## src/rtl/mips_data_bus_bridge.sv

```systemverilog
// Bridges a single-cycle MIPS data port onto an Avalon-MM bus with waitrequest.
// The CPU is frozen through its clock enable until each load/store has finished on the bus.
module mips_data_bus_bridge #(
    parameter int          TIMEOUT  = 256,
    parameter logic [31:0] ERR_DATA = 32'hFFFFFFFF
) (
    input  logic        clk,
    input  logic        reset,
    input  logic        ext_clk_enable,
    output logic        cpu_clk_enable,
    input  logic [31:0] cpu_data_address,
    input  logic        cpu_data_read,
    input  logic        cpu_data_write,
    input  logic [3:0]  cpu_byte_enable,
    input  logic [31:0] cpu_data_writedata,
    output logic [31:0] cpu_data_readdata,
    output logic [31:0] avm_address,
    output logic        avm_read,
    output logic        avm_write,
    output logic [3:0]  avm_byteenable,
    output logic [31:0] avm_writedata,
    input  logic [31:0] avm_readdata,
    input  logic        avm_waitrequest,
    output logic        bus_error
);

    localparam int CW = (TIMEOUT > 2) ? $clog2(TIMEOUT) : 1;
    localparam logic [CW-1:0] LAST_COUNT = CW'(TIMEOUT - 1);

    typedef enum logic [1:0] {
        IDLE = 2'd0,
        BUS  = 2'd1,
        DONE = 2'd2
    } state_t;

    state_t        r_state;
    state_t        w_next_state;
    logic [CW-1:0] r_count;
    logic [31:0]   r_avm_address;
    logic          r_avm_read;
    logic          r_avm_write;
    logic [3:0]    r_avm_byteenable;
    logic [31:0]   r_avm_writedata;
    logic [31:0]   r_cpu_readdata;
    logic          r_bus_error;

    logic w_req_raw;
    logic w_req;
    logic w_bus_ack;
    logic w_timeout;

    assign w_req_raw = cpu_data_read | cpu_data_write;
    assign w_req     = ext_clk_enable & w_req_raw;
    assign w_bus_ack = (r_state == BUS) & ~avm_waitrequest;
    // A slave that answers on the very last allowed cycle still wins over the watchdog.
    assign w_timeout = (r_state == BUS) & avm_waitrequest & (r_count == LAST_COUNT);

    always_ff @(posedge clk) begin
        if (!reset) begin
            r_state <= IDLE;
        end else begin
            r_state <= w_next_state;
        end
    end

    always_comb begin
        w_next_state = r_state;
        case (r_state)
            IDLE: begin
                if (w_req) begin
                    w_next_state = BUS;
                end
            end
            BUS: begin
                if (w_bus_ack || w_timeout) begin
                    w_next_state = DONE;
                end
            end
            DONE: begin
                w_next_state = IDLE;
            end
            default: begin
                w_next_state = IDLE;
            end
        endcase
    end

    always_ff @(posedge clk) begin
        if (!reset) begin
            r_count          <= '0;
            r_avm_address    <= '0;
            r_avm_read       <= 1'b0;
            r_avm_write      <= 1'b0;
            r_avm_byteenable <= '0;
            r_avm_writedata  <= '0;
            r_cpu_readdata   <= '0;
            r_bus_error      <= 1'b0;
        end else begin
            case (r_state)
                IDLE: begin
                    if (w_req) begin
                        r_avm_address    <= {cpu_data_address[31:2], 2'b00};
                        r_avm_byteenable <= cpu_byte_enable;
                        r_avm_writedata  <= cpu_data_writedata;
                        r_avm_write      <= cpu_data_write;
                        r_avm_read       <= ~cpu_data_write;
                        r_count          <= '0;
                    end
                end
                BUS: begin
                    if (w_bus_ack) begin
                        if (r_avm_read) begin
                            r_cpu_readdata <= avm_readdata;
                        end
                        r_avm_read  <= 1'b0;
                        r_avm_write <= 1'b0;
                    end else if (w_timeout) begin
                        if (r_avm_read) begin
                            r_cpu_readdata <= ERR_DATA;
                        end
                        r_avm_read  <= 1'b0;
                        r_avm_write <= 1'b0;
                        r_bus_error <= 1'b1;
                    end else begin
                        r_count <= r_count + 1'b1;
                    end
                end
                default: begin
                end
            endcase
        end
    end

    // Frozen from request detection until DONE, where the CPU retires the access.
    assign cpu_clk_enable = ext_clk_enable &
                            (((r_state == IDLE) & ~w_req_raw) | (r_state == DONE));

    assign avm_address       = r_avm_address;
    assign avm_read          = r_avm_read;
    assign avm_write         = r_avm_write;
    assign avm_byteenable    = r_avm_byteenable;
    assign avm_writedata     = r_avm_writedata;
    assign cpu_data_readdata = r_cpu_readdata;
    assign bus_error         = r_bus_error;

endmodule

```

## config.mk

```make
export PLATFORM = sky130hd
export DESIGN_NAME = mips_data_bus_bridge
export DESIGN_NICKNAME = d
export VERILOG_FILES = /design/src/rtl/mips_data_bus_bridge.sv
export SDC_FILE = /design/constraint.sdc
export NUM_CORES = 1
export LEC_CHECK = 0
export CAP_MARGIN = 40
export CORE_MARGIN = 4
export CORE_UTILIZATION = 38
export CTS_CLUSTER_DIAMETER = 40
export DETAILED_ROUTE_END_ITERATION = 16
export GPL_ROUTABILITY_DRIVEN = 0
export GPL_TIMING_DRIVEN = 0
export PLACE_DENSITY = 0.89
export SYNTH_ARGS = -nofsm -noshare
export SYNTH_HDL_FRONTEND = slang
export SYNTH_SLANG_ARGS = --single-unit
```

## constraint.sdc

```tcl
create_clock -name clk -period 3.09 [get_ports clk]
set_input_delay 0.309 -clock clk [delete_from_list [all_inputs] [get_ports clk]]
set_output_delay 0.309 -clock clk [all_outputs]
set_load 0.02 [all_outputs]
```

==> metrics.txt, run 1 <==
run status completed; clock tree buffer depth 2; post-synthesis compound-gate area fraction 23.7%; synthesized area per cell 9.52 µm²; element type at the critical path end output port; WL met2 6.50 mm; Die Wd 113 µm; die height 113 µm; DRC violations left 0; Detailed Routing Iterations Pass 1 5; top-level I/O count 210; measured slew at the worst slew-check pin 0.729 ns; Starting Density 39.6%; vias per cell 4.94; root buf cell clkbuf_8; IO Port Bufs 204; RSZ-0062 raised after global routing false; Leak 2.37 nW; Distinct cells, synth 38; wire per inst 16.4 µm; H-tree levels 3; Final period util 69.5%; FP Rows 37; Final Max Slew Viols 0; hpwl dp 10.2 mm; post-synth top area share 53.4%; multi-input logic area 1760 µm²; CP max FO 4; number of buffers added for setup after CTS 0; clock sinks 111; vias 3920; TritonCTS Buffers 9; first-pass GRT wire length 20.5 mm; mux contribution to synthesized area 0%; final hold vios 0; design area 6610 µm²; Register Area 2220 µm²; Startpoint Class primary input; Post-Place Cell Area 6380 µm²; gr ovfl total 0; initial antenna violation count 0; vias in the first global route 4042; total negative slack 0 ns; Filler cells 845; Max Clk Rate 466 MHz; PwrDens 458 nW/µm²; TritonCTS clock tree built; DRT iter0 DRCs 237; Adder-Cell Fraction of Synth Area 0.301%; Die ar. 12700 µm²; Final WS setup 0.942 ns; register bit total from synthesis 111; count of final setup violators 0; met3 wire length 1.34 mm; wire length on met1 4.92 mm; Max-cap violations 0; fin nets 760; WS Path Type primary input to output port; Area contributors post-synth dfxtp_1 (53%), a21boi_0 (12%), nand2_1 (12%), o221a_2 (8.1%), clkbuf_1 (2.3%); synth warn 0; Synth Area in XOR/XNOR 0.842%; drt total wl 13.0 mm; largest family of logic cells by synthesized area compound AO/OA/AOI/OAI gates; crit path DAT 1.84 ns; Worst-Skew Late Latency 0.38 ns; post_cts resized 0; post-synth top area cell dfxtp_1; global-route usage over all layers 20.2%; Synth Area in Simple Gates 17.4%; Layout area overhead 58.8%; CP required 2.78 ns; ratio of cells with drive above 1 in the final layout 9.73%; cts hold-fix bufs 0; relative slew slack 51.1%; DRT antenna net count 0; top sig layer met4; Final min period 2.15 ns; register area share after synthesis 53.4%; cell area after synthesis 4160 µm²; worst IR drop on VDD 472 µV; Core Area 10500 µm²; clock-pin slew on the worst setup and hold paths 0.10 ns; clk_skew 0.00859 ns; Post-Synthesis Cells 437; ant diodes 0; hold crit path type flop to flop; pre-CTS setup slack 0.683 ns; largest net degree at the start of global routing 19
## synthesized netlist by cell type (all sizes together)
master   count
a2111oi      1
a21boi      69
a21oi        3
a2bb2oi      1
and2         1
and3         2
and3b        1
buf         11
clkbuf      25
conb         1
dfxtp      111
ha           1
nand2      138
nand2b       1
nand3        5
nand3b       2
nand4        1
nand4b       2
nor2         8
nor2b        1
nor3         2
o211ai       2
o21a         2
o21ai        2
o221a       32
o31ai        3
or2          2
or3          2
or4          1
xnor2        1
xor2         3
## registers in the layout, summed over array words and instances (netlist names)
name and count:
avm_address 30, avm_byteenable 4, avm_read 1, bus_error 1, r_count 8, r_state 2, avm_write 1, avm_writedata 32
cpu_data_readdata 32
## area by class of cell
type	instances	share of cell area [%]
tap	136	2.58
buffer	36	2.71
clock inverter	6	1.42
clock buffer	10	2.08
timing repair buffer	204	30.9
sequential	111	33.6
multi-input combinational	291	26.7
## worst paths after layout
| path | startpoint | to | slack, ns | depth (start not counted) |
|---|---|---|---|---|
| setup / recovery | cpu_data_write | cpu_clk_enable | 0.94 | 5 |
| hold / removal | avm_write$_SDFFE_PN0P_ | avm_write$_SDFFE_PN0P_ | 0.46 | 2 |
| setup reg to reg | r_state[0]$_SDFFE_PN0P_ | avm_address[10]$_SDFFE_PN0P_ | 1.20 | 5 |
| hold reg to reg | avm_write$_SDFFE_PN0P_ | avm_write$_SDFFE_PN0P_ | 0.46 | 2 |
## cells by family (layout without fill, tap and decap cells)
family	count (synthesis)	in the layout
compound gates	115	115
other cells	1	2
buf+inv	36	256
flops	111	111
simple gates	169	169
xor+xnor	4	4
fa+ha+maj	1	1
## worst max-delay path, cell delays in order
cell,delay [ns]
clkdlybuf4s50_1,0.47
nor2_1,0.27
nor2_1,0.07
nor2_1,0.10
clkdlybuf4s50_1,0.62
## per-stage QoR
stage,total power [mW],cells,utilization (%),hold WS (ns)
floorplan,1.77,438,-,0.441
global placement,2.07,778,60.7,0.448
detailed placement,2.08,778,60.7,0.451
CTS,3.06,794,62.9,0.453
global route,3.16,794,62.9,0.452
finish,3.02,794,62.9,0.462
## placed cells by master, fill, tap and decap left out, drive strengths merged, types with 2 or more instances in the layout
cell type and instances:
nor3 2, nand3 5, bufinv 2, o211ai 2, a21oi 3, o221a 32
clkbuf 35, buf 11, and3 2, conb 2, xor2 3, o21a 2
a21boi 69, nand2 138, clkdlybuf4s50 204, nor2 8, o31ai 3, nand4b 2
or3 2, clkinv 3, dfxtp 111, o21ai 2, nand3b 2, or2 2
## metal layers
layer | up-vias | GRT usage [%]
li1 | 1928 | -
met1 | 1792 | 20.6
met2 | 181 | 37.2
met3 | 19 | 9.43
met4 | 0 | 5.13
met5 | - | 0
## power breakdown
| group | leakage, nW | total (mW) | switching, mW | internal, mW |
|---|---|---|---|---|
| combinational | 1.36 | 0.523 | 0.247 | 0.276 |
| clock | 0.113 | 0.977 | 0.494 | 0.483 |
| sequential | 0.904 | 1.53 | 0.0340 | 1.49 |
| total | 2.37 | 3.02 | 0.775 | 2.25 |
(Power assumes the default switching activity.)
==> run 2, diff against run 1 <==
Settings changed: CORE_UTILIZATION 38 to 36, PLACE_DENSITY 0.89 to 0.88.
Clock period 3.09 ns to 1.8 ns, I/O delays scaled along.
==> metrics.txt, run 2 (synthesized netlist as in run 1, its figures left out) <==
element type at the critical path end flop; TritonCTS Buffers 9 (unchanged); relative slew slack 57.7% (+6.6 points); DRT antenna net count 0 (unchanged); Max-cap violations 0 (unchanged); IO Port Bufs 204 (unchanged); most frequent cells in the layout clkdlybuf4s50_1 (203), nand2_1 (138), dfxtp_1 (111); worst IR drop on VDD 713 µV (+51%); Layout area overhead 62.1%; DRC violations left 0 (unchanged); cts hold-fix bufs 0 (unchanged); run status completed; vias per cell 4.98 (+0.89%); clock sinks 111 (unchanged); count of final setup violators 0 (unchanged); root buf cell clkbuf_16; WS Path Type flop to flop; RSZ-0062 raised after global routing false; hpwl dp 9.91 mm (-2.4%); Final min period 1.66 ns; clk_skew 0.00693 ns (-0.00165 ns); largest net degree at the start of global routing 18 (-1); DRT iter0 DRCs 276 (+16%); Startpoint Class flop; FP Rows 38 (+2.7%); Worst Hold End avm_address[28]$_SDFFE_PN0P_; TritonCTS clock tree built; Critical R2R Capture cpu_data_readdata[14]$_SDFFE_PN0P_; ant diodes 0 (unchanged); PwrDens 846 nW/µm² (+85%); global-route usage over all layers 19.2% (-1.0 points); top-level I/O count 210 (unchanged); Final Max Slew Viols 0 (unchanged); Filler cells 912 (+7.9%); Leak 2.44 nW (+2.9%); Reg2Reg Launch Point r_count[0]$_SDFFE_PN0P_; Tot Pwr 5.70 mW (+89%); Detailed Routing Iterations Pass 1 4 (-1); CP required 2.09 ns (-0.69 ns); hold path start cpu_data_address[28]; Worst-Skew Late Latency 0.35 ns (-0.03 ns); Final period util 92.1%; Core Area 11100 µm² (+5.4%); CP max FO 10 (+6); Die ar. 13300 µm² (+5.2%); Die Wd 116 µm (+2.5%); final hold vios 0 (unchanged); clock-pin slew on the worst setup and hold paths 0.07 ns (-0.03 ns); gr ovfl total 0 (unchanged); hold crit path type primary input to flop; H-tree levels 3 (unchanged); Worst Reg-to-Reg Cells 6 (+1); fin nets 760 (unchanged); vias 3975 (+1.4%); measured slew at the worst slew-check pin 0.635 ns (-0.0947 ns); initial antenna violation count 0 (unchanged); first-pass GRT wire length 20.1 mm (-1.9%); total negative slack 0 ns (unchanged); wire per inst 16.0 µm (-2.2%); crit path DAT 1.95 ns (+0.11 ns); drt total wl 12.8 mm (-1.7%); hold depth 3 (+1); most common cell after layout, fill and taps aside clkdlybuf4s50_1; Max Clk Rate 603 MHz; Starting Density 37.6% (-2.0 points); die height 116 µm (+2.5%); vias in the first global route 4074 (+0.79%); Worst R2R Setup Slack 0.14 ns (-1.06 ns); ratio of cells with drive above 1 in the final layout 11.2% (+1.5 points); clock tree buffer depth 2 (unchanged)
run 2: changes by cell type in the layout (fill, tap and decap cells not counted), sizes merged:
| cell | delta |
|---|---|
| clkinvlp | +1 |
| dlygate4sd2 | +1 |
| clkdlybuf4s50 | -1 |
| clkinv | -2 |
| clkbuf | +1 |
run 2: how the worst max path moves through the flow:
stage / end / start / cells past startpoint / slack (ns)
after floorplan: cpu_data_readdata[12]$_SDFFE_PN0P_ / r_count[0]$_SDFFE_PN0P_ / 6 / 0.28
after global placement: avm_writedata[4]$_SDFFE_PN0P_ / cpu_data_write / 6 / -0.38
after detailed placement: avm_writedata[2]$_SDFFE_PN0P_ / cpu_data_write / 6 / -0.42
after CTS: cpu_data_readdata[13]$_SDFFE_PN0P_ / r_count[0]$_SDFFE_PN0P_ / 6 / 0.06
after global routing: avm_address[21]$_SDFFE_PN0P_ / r_state[0]$_SDFFE_PN0P_ / 5 / 0.005
final: cpu_data_readdata[14]$_SDFFE_PN0P_ / r_count[0]$_SDFFE_PN0P_ / 6 / 0.14
run 2: layout make-up:
type	instances	area, µm²	share of cell area, %
clock inverter	5	80.1	1.19
tap	140	175	2.60
buffer	36	189	2.80
sequential	111	2220	32.9
timing repair buffer	204	2040	30.3
clock buffer	11	253	3.75
multi-input combinational	291	1780	26.5
run 2: critical path: stages (launching register included):
cell	delay [ns]
dfxtp_1	0.41
ha_4	0.19
nand3_2	0.13
or2_4	0.28
a21oi_4	0.23
buf_6	0.18
o221a_2	0.19
run 2: power breakdown:
group / internal, mW / total, mW / switching [mW]
registers: 2.56 / 2.62 / 0.0572
logic: 0.478 / 0.902 / 0.424
clock network: 1.29 / 2.18 / 0.891
run 2: metal layers:
| metal | share of wire (%) | vias to the layer above | global-route usage [%] |
|---|---|---|---|
| met5 | 0 | - | 0 |
| met4 | 1.9 | 0 | 7.36 |
| met3 | 10 | 15 | 7.47 |
| met2 | 49 | 184 | 33.5 |
| met1 | 38 | 1848 | 21.1 |
| li1 | - | 1928 | - |
run 2: per-stage QoR:
stage	instance area (µm²)	std cells	utilization (%)	worst slack, ns	hold slack [ns]
finish	6740	798	60.9	0.142	0.389
global route	6740	798	60.9	0.00536	0.385
CTS	6720	798	60.7	0.0576	0.374
detailed placement	6380	782	57.6	-0.422	0.456
global placement	6380	782	57.6	-0.379	0.447
floorplan	4160	438	-	0.285	0.312
run 2: timing repair:
item	4_1_cts	5_1_grt
buffers inserted	0	0
resized for setup	5	14
setup endpoints to repair	14	56
pin swaps	0	1
hold endpoints to repair	0	0
==> run 3, diff against run 2 <==
Settings changed: HOLD_SLACK_MARGIN set to 0.1, PLACE_DENSITY 0.88 to unset, PLACE_DENSITY_LB_ADDON set to 0.15.
==> metrics.txt, run 3 (synthesized netlist as in run 1, its figures left out) <==
run status completed; TritonCTS clock tree built; Worst-Skew Late Latency 0.35 ns (about the same); IO Port Bufs 204 (unchanged); hold depth 3 (unchanged); largest net degree at the start of global routing 18 (unchanged); Final Max Slew Viols 0 (unchanged); Crit-path slowest cell dfxtp_1; Die Wd 116 µm (unchanged); die height 116 µm (unchanged); DRT antenna net count 0 (unchanged); RSZ-0062 raised after global routing true; Die ar. 13300 µm² (unchanged); vias 3856 (-3.0%); Final WS setup 0.137 ns (-0.00560 ns); WS Path Type flop to flop; relative slew slack 62.7% (+5.0 points); Max Clk Rate 601 MHz (-0.34%); drt total wl 12.4 mm (-2.9%); ratio of cells with drive above 1 in the final layout 11.2% (unchanged); clock sinks 111 (unchanged); DRT iter0 DRCs 111 (-60%); Reg2Reg Launch Point r_count[0]$_SDFFE_PN0P_; Worst Reg-to-Reg Cells 6 (unchanged); Detailed Routing Iterations Pass 1 4 (unchanged); Reg power frac 45.6% (-0.3 points); Final period util 92.4% (+0.31 points); Worst R2R Setup Slack 0.14 ns (about the same); Leak 2.45 nW (+0.29%); ant diodes 0 (unchanged); DRC violations left 0 (unchanged); Critical Path Start r_count[0]$_SDFFE_PN0P_; Gate power share 15.5% (-0.3 points); TritonCTS Buffers 9 (unchanged); H-tree levels 3 (unchanged); final hold vios 0 (unchanged); crit path DAT 1.96 ns (about the same); Critical R2R Capture cpu_data_readdata[14]$_SDFFE_PN0P_; vias per cell 4.83 (-3.0%); clock-pin slew on the worst setup and hold paths 0.07 ns (about the same); Max-cap violations 0 (unchanged); CP required 2.10 ns (about the same); Sw Ratio 23.8% (-0.23 points); Worst path max stage delay 0.36 ns (-0.05 ns); first-pass GRT wire length 19.0 mm (-5.7%); Clk pwr share 39.0% (+0.7 points); NetSw 1.37 mW (-0.31%); FP Rows 38 (unchanged); gr ovfl total 0 (unchanged); worst IR drop on VDD 587 µV (-18%); initial antenna violation count 0 (unchanged); top-level I/O count 210 (unchanged); worst path cell trace ha_2, nand3_2, or2_4, a21oi_4, buf_6, o221a_2; Tot Pwr 5.74 mW (+0.66%); fin nets 760 (unchanged); hold path start cpu_data_writedata[24]; internal power 4.37 mW (+0.97%); most frequent cells in the layout clkdlybuf4s50_1 (203), nand2_1 (138), dfxtp_1 (111); PwrDens 851 nW/µm² (+0.66%); measured slew at the worst slew-check pin 0.559 ns (-0.0754 ns); Starting Density 37.6% (unchanged); Worst Hold End avm_writedata[24]$_SDFFE_PN0P_; Core Area 11100 µm² (unchanged); count of final setup violators 0 (unchanged); clk_skew 0.00410 ns (-0.00284 ns); root buf cell clkbuf_16; element type at the critical path end flop; vias in the first global route 3864 (-5.2%); cts hold-fix bufs 0 (unchanged); global-route usage over all layers 18.3% (-0.95 points); hold crit path type primary input to flop; number of buffers added for setup after CTS 0 (unchanged); Startpoint Class flop; Layout area overhead 62.1% (unchanged); hpwl dp 9.45 mm (-4.7%); pre-CTS setup slack -0.394 ns (+0.0283 ns); Core Util, Final 60.9% (unchanged); wire per inst 15.6 µm (-2.9%); clock tree buffer depth 2 (unchanged); most common cell after layout, fill and taps aside clkdlybuf4s50_1; CP max FO 10 (unchanged); Final min period 1.66 ns (+0.00561 ns)
-- run 3: cell count changes in the layout (fill, tap and decap cells not counted), sizes merged --
cell | previous run | this run
clkbuf | 36 | 37
clkinvlp | 2 | 1
-- run 3: routing by layer --
layer / vias to the layer above / share of wire [%] / global-route usage, %
li1: 1931 / - / -
met2: 142 / 46 / 29.9
met3: 18 / 11 / 8.41
met1: 1765 / 41 / 20.4
met4: 0 / 2.2 / 8.06
met5: - / 0 / 0
-- run 3: worst max-delay path, delay by kind of cell (launching register included) --
family / cells / cell delay (ns)
simple gates: 2 / 0.42
compound gates: 2 / 0.41
flops: 1 / 0.36
fa+ha+maj: 1 / 0.23
buf+inv: 1 / 0.18
-- run 3: power groups by stage --
| stage | Clock [mW] | Sequential (mW) | Combinational, mW |
|---|---|---|---|
| 2_1_floorplan | 0 | 2.79 | 0.250 |
| 3_3_place_gp | 0 | 2.67 | 0.884 |
| 3_5_place_dp | 0 | 2.67 | 0.892 |
| 4_1_cts | 2.30 | 2.62 | 0.900 |
| 5_1_grt | 2.40 | 2.63 | 0.962 |
| 6_report | 2.24 | 2.62 | 0.889 |
-- run 3: repair_timing --
| action | in CTS | in global routing |
|---|---|---|
| gates cloned | 0 | 0 |
| setup endpoints to repair | 7 | 52 |
| gates resized for setup | 3 | 17 |
| pin swaps | 0 | 1 |
-- run 3: final cells by class --
class,count,area [µm²]
Multi-Input combinational cell,291,1770
Fill cell,974,4330
Tap cell,140,175
Timing Repair Buffer,204,2040
Sequential cell,111,2220
Buffer,36,189
Clock buffer,12,267
Clock inverter,4,76.3
-- run 3: worst max path at each step --
stage                                              end  slack [ns]  cells past startpoint
floorplan           cpu_data_readdata[12]$_SDFFE_PN0P_        0.28                      6
global placement         avm_writedata[2]$_SDFFE_PN0P_       -0.33                      6
detailed placement        avm_address[15]$_SDFFE_PN0P_       -0.39                      6
CTS                     avm_writedata[30]$_SDFFE_PN0P_        0.07                      7
global route            avm_writedata[30]$_SDFFE_PN0P_       -0.06                      5
finish              cpu_data_readdata[14]$_SDFFE_PN0P_        0.14                      6
-- run 3: stage by stage --
step	instance area, µm²	cells	hold slack, ns	setup TNS, ns
final	6740	798	0.378	0
after CTS	6730	798	0.364	0
after detailed placement	6380	782	0.454	-23.41
after global placement	6380	782	0.446	-19.58
after floorplan	4160	438	0.312	0
after global routing	6740	798	0.374	-0.176
